**config.mk**
```make
export PLATFORM = sky130hd
export DESIGN_NAME = qc_ldpc_codeword_serializer
export DESIGN_NICKNAME = d
export VERILOG_FILES = /design/src/rtl/qc_ldpc_pkg.sv /design/src/rtl/qc_ldpc_shift_reg.sv /design/src/rtl/qc_ldpc_codeword_serializer.sv
export SDC_FILE = /design/constraint.sdc
export NUM_CORES = 1
export LEC_CHECK = 0
export BUFFER_PORTS_ARGS = -buffer_cell sky130_fd_sc_hd__buf_2
export CORE_ASPECT_RATIO = 0.5
export CORE_MARGIN = 5
export CORE_UTILIZATION = 60
export CTS_BUF_LIST = sky130_fd_sc_hd__clkbuf_16
export DETAILED_ROUTE_END_ITERATION = 16
export HOLD_SLACK_MARGIN = 0.03
export PLACE_DENSITY = 0.91
export SLEW_MARGIN = 10
export SYNTH_ARGS = -nofsm -noshare
export SYNTH_HDL_FRONTEND = slang
export SYNTH_HIERARCHICAL = 1
export SYNTH_SLANG_ARGS = --single-unit
export TNS_END_PERCENT = 1
```
**constraint.sdc**
```tcl
create_clock -name clk -period 3.8 [get_ports clk]
set_input_delay 0.38 -clock clk [delete_from_list [all_inputs] [get_ports clk]]
set_output_delay 0.38 -clock clk [all_outputs]
set_load 0.005 [all_outputs]
```
**src/rtl/qc_ldpc_pkg.sv**
```systemverilog
// qc_ldpc_pkg
// Constants and types shared by the QC-LDPC encoder data path and its
// codeword serializer: frame geometry (K info bits, P parity bits,
// N = K + P codeword bits), serializer counter width and FSM state type.
package qc_ldpc_pkg;

  localparam int unsigned K     = 33;
  localparam int unsigned P     = 32;
  localparam int unsigned N     = K + P;
  localparam int unsigned CNT_W = $clog2(N + 1);

  typedef enum logic [1:0] {
    IDLE        = 2'd0,
    COLLECT     = 2'd1,
    WAIT_PARITY = 2'd2,
    SEND        = 2'd3
  } state_t;

endpackage

```
**src/rtl/qc_ldpc_shift_reg.sv**
```systemverilog
// qc_ldpc_shift_reg
// Left-shifting register used to hold one codeword.
//   clk, rst      : clock, asynchronous active-high reset (clears contents)
//   shift_in_en   : shift left by one, shift_in_bit enters at the LSB
//   shift_in_bit  : serial input bit
//   load_en       : shift left by LW, load_data fills the low LW bits
//   load_data     : partial parallel load value
//   shift_en      : shift left by one, zero enters at the LSB
//   msb           : current bit W-1 (next bit to transmit)
// Enables are expected to be mutually exclusive; load has priority.
module qc_ldpc_shift_reg #(
  parameter int unsigned W  = 65,
  parameter int unsigned LW = 32
) (
  input  logic          clk,
  input  logic          rst,
  input  logic          shift_in_en,
  input  logic          shift_in_bit,
  input  logic          load_en,
  input  logic [LW-1:0] load_data,
  input  logic          shift_en,
  output logic          msb
);

  logic [W-1:0] q;

  always_ff @(posedge clk or posedge rst) begin
    if (rst) begin
      q <= '0;
    end else if (load_en) begin
      q <= {q[W-LW-1:0], load_data};
    end else if (shift_in_en) begin
      q <= {q[W-2:0], shift_in_bit};
    end else if (shift_en) begin
      q <= {q[W-2:0], 1'b0};
    end
  end

  assign msb = q[W-1];

endmodule

```
**src/rtl/qc_ldpc_codeword_serializer.sv**
```systemverilog
// qc_ldpc_codeword_serializer
// Snoops the serial information bits fed to the QC-LDPC encoder, captures
// the parity vector on enc_done and streams the systematic codeword
// (K info bits first-received first, then parity MSB first) one bit per
// valid/ready transfer.
//   clk, rst      : clock, asynchronous active-high reset
//   info_bit      : serial information bit (shared with the encoder)
//   info_valid    : qualifies info_bit
//   enc_done      : encoder done, parity_vector valid while high
//   parity_vector : encoder parity, bit P-1 transmitted first
//   out_bit       : codeword bit
//   out_valid     : out_bit valid
//   out_ready     : downstream accepts with out_valid
//   out_last      : final codeword bit of the frame
//   busy          : FSM not in IDLE
//   err           : one-cycle pulse on a protocol violation
module qc_ldpc_codeword_serializer
  import qc_ldpc_pkg::*;
(
  input  logic         clk,
  input  logic         rst,
  input  logic         info_bit,
  input  logic         info_valid,
  input  logic         enc_done,
  input  logic [P-1:0] parity_vector,
  output logic         out_bit,
  output logic         out_valid,
  input  logic         out_ready,
  output logic         out_last,
  output logic         busy,
  output logic         err
);

  state_t           state, state_nx;
  logic [CNT_W-1:0] cnt, cnt_nx;
  logic             err_nx;
  logic             sr_shift_in, sr_load, sr_shift;
  logic             cw_msb;

  qc_ldpc_shift_reg #(
    .W  (N),
    .LW (P)
  ) u_cw (
    .clk          (clk),
    .rst          (rst),
    .shift_in_en  (sr_shift_in),
    .shift_in_bit (info_bit),
    .load_en      (sr_load),
    .load_data    (parity_vector),
    .shift_en     (sr_shift),
    .msb          (cw_msb)
  );

  always_ff @(posedge clk or posedge rst) begin
    if (rst) begin
      state <= IDLE;
      cnt   <= '0;
      err   <= 1'b0;
    end else begin
      state <= state_nx;
      cnt   <= cnt_nx;
      err   <= err_nx;
    end
  end

  always_comb begin
    state_nx    = state;
    cnt_nx      = cnt;
    err_nx      = 1'b0;
    sr_shift_in = 1'b0;
    sr_load     = 1'b0;
    sr_shift    = 1'b0;
    unique case (state)
      IDLE: begin
        if (enc_done) err_nx = 1'b1;
        if (info_valid) begin
          sr_shift_in = 1'b1;
          cnt_nx      = CNT_W'(1);
          state_nx    = COLLECT;
        end
      end
      COLLECT: begin
        if (enc_done) err_nx = 1'b1;
        if (info_valid) begin
          sr_shift_in = 1'b1;
          cnt_nx      = cnt + 1'b1;
          if (cnt == CNT_W'(K - 1)) state_nx = WAIT_PARITY;
        end
      end
      WAIT_PARITY: begin
        if (info_valid) err_nx = 1'b1;
        if (enc_done) begin
          sr_load  = 1'b1;
          cnt_nx   = '0;
          state_nx = SEND;
        end
      end
      SEND: begin
        // No frame overlap: any upstream activity while sending is dropped.
        if (info_valid || enc_done) err_nx = 1'b1;
        if (out_ready) begin
          sr_shift = 1'b1;
          cnt_nx   = cnt + 1'b1;
          if (cnt == CNT_W'(N - 1)) begin
            cnt_nx   = '0;
            state_nx = IDLE;
          end
        end
      end
      default: begin
        state_nx = IDLE;
        cnt_nx   = '0;
      end
    endcase
  end

  // Outputs decode registered state only; reset forces IDLE so out_valid
  // drops as soon as rst rises.
  assign out_valid = (state == SEND);
  assign out_bit   = out_valid & cw_msb;
  assign out_last  = out_valid && (cnt == CNT_W'(N - 1));
  assign busy      = (state != IDLE);

endmodule

```
==> results.md <==
- Final period util: 73.3%
- Drt initial violations: roughly 380
- Routed wire per std cell: about 18 um
- Ratio of cells with drive above 1 in the final layout: 17.5%
- Worst-Skew Late Latency: approximately 0.33 ns
- Pin count of the biggest net entering global routing: roughly 110
- Number of port buffers: between 40 and 50
- Nets: about 440
- Area Growth Syn to Fin: 9.70%
- Synthesized netlist cell count: between 300 and 400
- Drt pass-1 iters: 5
- IO Pins: between 40 and 50
- CTS sink cnt: 75
- Seq/Total Area, Yosys: 44.7%
- Worst path cell trace: inv_1, ha_1, o21a_2, or2_2, a221o_1
- RR Startpoint: state[1]
- Setup CP Type: reg2reg
- Power Dens Cells: ~800 nW/um2
- Post-Route WL: approximately 8800 um
- Hold Vio Cnt, Final: 0
- DIE HEIGHT: approximately 70 um
- Clk root buf: clkbuf_16
- Hold_ws: 0.280 ns
- Yosys warns: 6
- Fill count: 479
- Main synth FF type: dfrtp_1
- Fmax: ~0.36 GHz
- H-tree depth: 3
- Hold crit path type: in2reg
- LEAKAGE: 2.03 nW
- Critical Path Start Type: flop
- Die X: between 100 and 150 um
- Vias: between 3,000 and 4,000
- Full die area: 8860 um2
- Post-route cell area: ~4600 um2
- GRT Resource Usage Total: between 20% and 30%
- N_diodes: 0
- Vias in the first global route: roughly 3,000
- Setup violators final: 0
- Syn_nets: 419
- Dpl hpwl: about 5400 um
- Clk buf depth: 2
- Worst path required time: a little over 4 ns
- DRT antenna net count: 0
- Avg Inst Size Synth: ~11 um2
- Worst-Margin Slew: 1.22 ns
- Initial Utilization: between 60% and 70%
- Placed inst area: 4330 um2
- RSZ-0062 raised after global routing: no
- Initial antenna violation count: 0
- Maximum vdd drop: 424 uV
- Slew Limit Fails: 0
- R2R cell count: 5
- Crit path time final: about 2.8 ns
- Critical Path End Type: flop
- CP max stage delay: approximately 1.1 ns
- Core area: 6730 um2
- Max Cap Violations: 0
- Slew HR: 18.7%
- CTS tree: done
- Num CTS Buffers: 9
- Highest-delay cell along the critical path: or2_2
- Crit path from: state[1]
- Global route overflow: 0
- Mapped Area: 4190 um2
- Critical path arrival: 3.05 ns
- #FFs+latches synth: 75
- EDFF count, synth: 0
- Worst-path fanout max: 64
- # DRC: 0
- Vias/cell: 6.50
- Hold Crit Depth: 2
- Placement row count: 21
- Worst Skew: 0.00417 ns
- Unique masters post-synth: 37
- GP Congestion: slightly above 0.8
- Clk slew on worst S/H paths: ~0.06 ns
- Ys async rst share: 100%
- Hold_sp: parity_vector[3]
- Run status: finished clean
- First-pass GRT wire length: roughly 15,000 um
- TNS Setup: 0 ns
## through the flow
step           setup WS, ns  util, %  cells  total power (W)
6_report               1.02     68.4    487          0.00370
5_1_grt               0.852     68.4    487          0.00397
4_1_cts                1.04     68.4    487          0.00371
3_5_place_dp           1.04     64.4    471          0.00294
3_3_place_gp           1.17     64.4    471          0.00283
2_1_floorplan          1.79        -    374          0.00270
## report_power, final
| group | internal (W) | switching (W) | leakage, nW | total, W |
|---|---|---|---|---|
| clock network | 0.000432 | 0.000319 | 0.126 | 0.000751 |
| registers | 0.00111 | 0.000194 | 0.970 | 0.00130 |
| logic | 0.000791 | 0.000861 | 0.930 | 0.00165 |
## routing by layer
metal	routed length [um]	vias up	track usage (%)
met4	61	0	4.71
met1	3990	1584	29.2
met5	0	-	0
li1	-	1490	-
met2	4160	84	30.5
met3	557	7	8.10
## layout make-up
class	count	area [um2]	share of cell area, %
timing repair buffer	48	270	5.87
clock inverter	6	33.8	0.734
sequential	75	1880	40.8
multi-input combinational	249	2050	44.5
inverter	8	30.0	0.653
tap	92	115	2.50
clock buffer	9	225	4.90
## flip-flops by register name (all words and copies together) (netlist names)
name and count:
cnt 7, state 2, u_cw/q 65, err 1
## worst max-delay path, delay by kind of cell, from the launching register on
kind | cells | cell delay [ns]
AOI/OAI and AO/OA | 2 | 0.88
buffers and inverters | 1 | 0.12
adders and majority gates | 1 | 0.25
and+or+nand+nor | 1 | 1.05
DFF | 1 | 0.41
## cell usage in the layout (no fill, tap or decap), drive strengths merged
cell,n
o21a,1
or3b,1
clkinvlp,1
or2,1
and3,2
clkinv,5
xor2,3
or4,2
nand2,2
clkbuf,9
dfrtp,75
nand2b,2
ha,7
inv,8
nand3,2
o31ai,3
nor4b,65
o31a,1
a21oi,4
a22oi,1
or4b,1
a211o,1
buf,47
mux2,2
mux2i,2
a221o,64
and2b,8
and2,3
o22a,1
nand3b,1
o21ai,1
nand4,4
nor2b,57
dlygate4sd3,1
nor2,6
o21bai,1
## cells in the mapped netlist, drive strengths merged (3+ instances only)
library cell / instances / area [um2]
clkbuf: 12 / 45.0
o31ai: 3 / 27.5
nor4b: 65 / 569
nor2b: 57 / 357
ha: 7 / 87.6
xor2: 3 / 26.3
dfrtp: 75 / 1880
a221o: 64 / 641
buf: 30 / 198
a21oi: 4 / 20.0
and2b: 8 / 60.1
inv: 8 / 30.0
nor2: 6 / 22.5
and2: 3 / 18.8
nand4: 4 / 25.0
## final timing paths
check	endpoint	slack, ns
worst max-delay path	u_cw/q[14]	1.02
worst min-delay path	u_cw/q[3]	0.28
worst max register to register	u_cw/q[14]	1.02
worst min register to register	u_cw/q[55]	0.52
max in group asynchronous	u_cw/q[16]	2.24
min in group asynchronous	cnt[5]	0.59
## timing repair
action,in CTS,in global routing
buffers inserted,0,0
hold buffers,1,0
resized for setup,0,0
hold endpoints to repair,4,0
## logic make-up after synthesis
logic type	Yosys count	share of synthesized area (%)
buffers and inverters	50	6.50
flip-flops	75	44.7
XOR/XNOR	3	0.627
AO/OA/AOI/OAI	78	17.7
adder cells (fa/ha/maj)	7	2.09
AND/OR/NAND/NOR	157	27.2
multiplexers	4	1.10
Power figures use the tool's default switching activity.
